File: src/rtl/pipe_chain.sv
// Elastic pipeline chain: per-stage valid/data registers with ready_go/allow handshaking,
// cascaded flush, and a registered occupancy count of live stages.
module pipe_chain #(
  parameter int STAGES = 4,
  parameter int WIDTH  = 32
) (
  input  logic                       clk,
  input  logic                       resetn,
  input  logic                       in_valid,
  input  logic [WIDTH-1:0]           in_data,
  output logic                       in_allow,
  input  logic [STAGES-1:0]          stage_ready_go,
  input  logic [STAGES*WIDTH-1:0]    stage_result,
  input  logic [STAGES-1:0]          flush,
  output logic [STAGES-1:0]          stage_valid,
  output logic [STAGES*WIDTH-1:0]    stage_data,
  output logic                       out_valid,
  output logic [WIDTH-1:0]           out_data,
  input  logic                       out_ready,
  output logic [$clog2(STAGES+1)-1:0] occupancy
);

  localparam int CNT_W = $clog2(STAGES+1);

  logic [STAGES-1:0]       valid_q, valid_d;
  logic [STAGES*WIDTH-1:0] data_q, data_d;
  logic [CNT_W-1:0]        occ_q;

  logic [STAGES-1:0]       go, allow, kill, in_vld;
  logic [STAGES*WIDTH-1:0] in_pay;
  logic                    any_flush;

  function automatic logic [CNT_W-1:0] popcount(input logic [STAGES-1:0] v);
    logic [CNT_W-1:0] c;
    c = '0;
    for (int i = 0; i < STAGES; i++) c = c + CNT_W'(v[i]);
    return c;
  endfunction

  assign go        = valid_q & stage_ready_go;
  assign any_flush = |flush;

  // Stage k is fed by stage k-1's result; stage 0 by the upstream port.
  assign in_vld = {go[STAGES-2:0], in_valid & ~any_flush};
  assign in_pay = {stage_result[(STAGES-1)*WIDTH-1:0], in_data};

  // allow ripples back from out_ready; kill ripples down from the oldest flushed stage.
  always_comb begin : handshake
    logic a;
    logic f;
    allow = '0;
    kill  = '0;
    a     = out_ready;
    f     = 1'b0;
    for (int k = STAGES-1; k >= 0; k--) begin
      a        = ~valid_q[k] | (stage_ready_go[k] & a);
      allow[k] = a;
      f        = f | flush[k];
      kill[k]  = f;
    end
  end

  always_comb begin
    valid_d = valid_q;
    data_d  = data_q;
    for (int k = 0; k < STAGES; k++) begin
      if (kill[k]) begin
        valid_d[k] = 1'b0;
      end else if (allow[k]) begin
        valid_d[k] = in_vld[k];
        if (in_vld[k]) data_d[k*WIDTH +: WIDTH] = in_pay[k*WIDTH +: WIDTH];
      end
    end
  end

  // Stage register boundary
  always_ff @(posedge clk or negedge resetn) begin
    if (!resetn) begin
      valid_q <= '0;
      data_q  <= '0;
      occ_q   <= '0;
    end else begin
      valid_q <= valid_d;
      data_q  <= data_d;
      occ_q   <= popcount(valid_d);
    end
  end

  assign in_allow    = allow[0] & ~any_flush;
  assign out_valid   = go[STAGES-1];
  assign out_data    = stage_result[(STAGES-1)*WIDTH +: WIDTH];
  assign stage_valid = valid_q;
  assign stage_data  = data_q;
  assign occupancy   = occ_q;

endmodule

File: config.mk
export PLATFORM = sky130hd
export DESIGN_NAME = pipe_chain
export DESIGN_NICKNAME = d
export VERILOG_FILES = /design/src/rtl/pipe_chain.sv
export SDC_FILE = /design/constraint.sdc
export NUM_CORES = 1
export LEC_CHECK = 0
export ABC_AREA = 1
export BUFFER_PORTS_ARGS = -buffer_cell sky130_fd_sc_hd__buf_2
export CORE_MARGIN = 3
export CORE_UTILIZATION = 30
export DETAILED_ROUTE_END_ITERATION = 7
export PLACE_DENSITY = 0.61
export SYNTH_ARGS = -nofsm -noshare
export SYNTH_HDL_FRONTEND = slang
export SYNTH_SLANG_ARGS = --single-unit
File: constraint.sdc
create_clock -name clk -period 3.2 [get_ports clk]
set_input_delay 0.32 -clock clk [delete_from_list [all_inputs] [get_ports clk]]
set_output_delay 0.32 -clock clk [all_outputs]
set_load 0.03 [all_outputs]
==> run metrics <==
Layout fillers 1828; DIE HEIGHT 142 um; final estimated routing congestion in global placement 0.763; largest net degree at the start of global routing 72; setup fix buffers added after clock tree synthesis 0; effective utilization at floorplan 0.307; static leakage power 4.56 nW; Gates resized, CTS repair 0; instance area at placement 6910 um^2; Tcrit/Tclk final 0.694; core outline area 18100 um^2; worst-case setup margin in the final layout 0.981 ns; power density over the cells 578 nW/um^2; Max Cap Violations 0; amount of wire on met2 after detailed routing 7630 um; worst hold-check slack 0.129 ns; Critical Path Start Type flop; ports placed on the boundary 341; VDD IR max 0.000328 V; number of routed nets with antenna violations 0; Fin Clk Skew 0.0137 ns; Initial DRT Pass Iterations 4; Mapped Nets 728; M1 wire length 6340 um; synthesized netlist cell count 553; vias per cell 4.29; clock sink total 135; Worst Setup Path Type reg -> reg; top fanout value on the critical path 3; Post-route DRC 0; worst-case setup slack after placement 0.639 ns; Global Route Usage Sum 0.149; sequential cell area fraction in the yosys report 0.609; class of the tightest hold or removal check in -> reg; first-pass GRT wire length 23700 um; synthesis-stage register bit count 135; per-cell routed wire length 14.7 um; routed vias 4458; final core utilization 0.415; status finished clean; Clock Path Buffers 2; leading cell types in the layout, fill and taps excluded buf_2, nand2_1, dfrtp_1; setup repair after global routing missed its margin no; sum of met3 wire segment lengths after detailed routing 1110 um; Iter 0 DRT Violations 193; Clock Root Buffer clkbuf_16; Worst Tran Pin Value 0.676 ns; CP required 3.49 ns; Setup TNS Final 0 ns; final instance area 7500 um^2; share of cells above drive strength 1 0.435; most common cell after layout, fill and taps aside buf_2; worst-skew pair later-pin latency 0.41 ns; die span in x 142 um; placed wire-length estimate after detailed placement 11100 um; Ys Warns 0; final critical-path required period 2.22 ns; CTS tree yes; number of buffers inserted during clock tree synthesis 17; initial antenna violation count 0; Syn Std Cell Area 5550 um^2; Final setup violation count 0; CP Capture Type flop; syn avg cell area 10.0 um^2; H-tree depth 4; maximum frequency from static timing analysis 451 MHz; WL final 15300 um; # rows 49; P&R area growth vs syn 35.2%; Die ar. 20200 um^2; overall overflow remaining after global route 0; highest metal layer with signal wires met4; final net count 973; Worst-path clk slew 0.06 ns; endpoint arrival time on the critical path 2.51 ns; via count of the first global-routing pass 4462; worst relative slew slack 0.550; Port Buffer Count 276; final hold violation count 0; Inserted Diodes 0; synth unique cells 23; Pins Over Slew Limit 0
## worst max-delay path: stages (launching register included)
cell      delay [ns]
dfrtp_1         0.36
nand2_1         0.11
nand2_1         0.07
nand2_1         0.10
nand2_1         0.08
nand2_1         0.08
nand2_1         0.07
nand2_1         0.06
inv_1           0.07
o21bai_1        0.08
fa_1            0.53
inv_1           0.04
ha_1            0.17
ha_1            0.27
## final timing paths
check | start | to | slack [ns] | cells after the start
min in group asynchronous | resetn | stage_data[93]$_DFFE_PN0P_ | 0.50 | 2
hold reg to reg | stage_data[17]$_DFFE_PN0P_ | stage_data[17]$_DFFE_PN0P_ | 0.46 | 2
max in group asynchronous | resetn | stage_data[37]$_DFFE_PN0P_ | 1.88 | 3
setup / recovery | stage_valid[3]$_DFF_PN0_ | occupancy[1]$_DFF_PN0_ | 0.98 | 13
setup reg to reg | stage_valid[3]$_DFF_PN0_ | occupancy[1]$_DFF_PN0_ | 0.98 | 13
hold / removal | in_data[14] | stage_data[14]$_DFFE_PN0P_ | 0.13 | 3
## metal layers
layer	up-vias	GRT usage
li1	2220	-
met1	2033	0.178
met3	19	0.0481
met2	186	0.251
met4	0	0.0576
met5	-	0
## sequential cells by signal, indices dropped and copies added, names as in the netlist
| register | flops |
|---|---|
| occupancy | 3 |
| stage_data | 128 |
| stage_valid | 4 |
## power breakdown
group / total, mW / internal (mW) / switching [mW] / leakage (nW)
sequential: 1.87 / 1.81 / 0.0582 / 1.84
clock: 1.89 / 1.15 / 0.741 / 0.289
combinational: 0.573 / 0.183 / 0.389 / 2.43
## area by class of cell
class / instances / area, um^2 / share of cell area
Clock inverter: 11 / 97.6 / 0.0130
Inverter: 40 / 150 / 0.0200
Clock buffer: 21 / 480 / 0.0641
Tap cell: 229 / 287 / 0.0382
Sequential cell: 135 / 3380 / 0.450
Timing Repair Buffer: 285 / 1470 / 0.196
Multi-Input combinational cell: 319 / 1640 / 0.218
## metrics by stage
| step | power (mW) | instances |
|---|---|---|
| 6_report | 4.34 | 1040 |
| 5_1_grt | 4.53 | 1040 |
| 4_1_cts | 4.40 | 1040 |
| 3_5_place_dp | 2.48 | 1007 |
| 3_3_place_gp | 2.47 | 1007 |
| 2_1_floorplan | 2.29 | 553 |
## repair_timing
item / 4_1_cts / 5_1_grt
endpoints found under the setup margin: 0 / 0
endpoints found under the hold margin: 69 / 0
hold buffers: 1 / 0
## cells by family (layout without fill, tap and decap cells)
family / after synthesis / count (layout) / synth area share
flops: 135 / 135 / 0.609
mux: 32 / 32 / 0.0650
compound gates: 37 / 37 / 0.0338
buf+inv: 99 / 357 / 0.0961
fa+ha+maj: 3 / 3 / 0.00812
simple gates: 247 / 247 / 0.188
## synthesized netlist by cell type, drive strengths merged
library cell | number | area [um^2]
clkbuf | 12 | 45.0
a21oi | 4 | 20.0
nand4 | 1 | 6.26
nand2 | 175 | 664
o21ai | 32 | 160
mux2 | 32 | 360
o21bai | 1 | 7.51
ha | 2 | 25.0
fa | 1 | 20.0
nand3 | 64 | 320
dfrtp | 135 | 3380
or2 | 2 | 15.0
buf | 47 | 338
inv | 40 | 150
nor2 | 5 | 37.5
(Power assumes the default switching activity.)
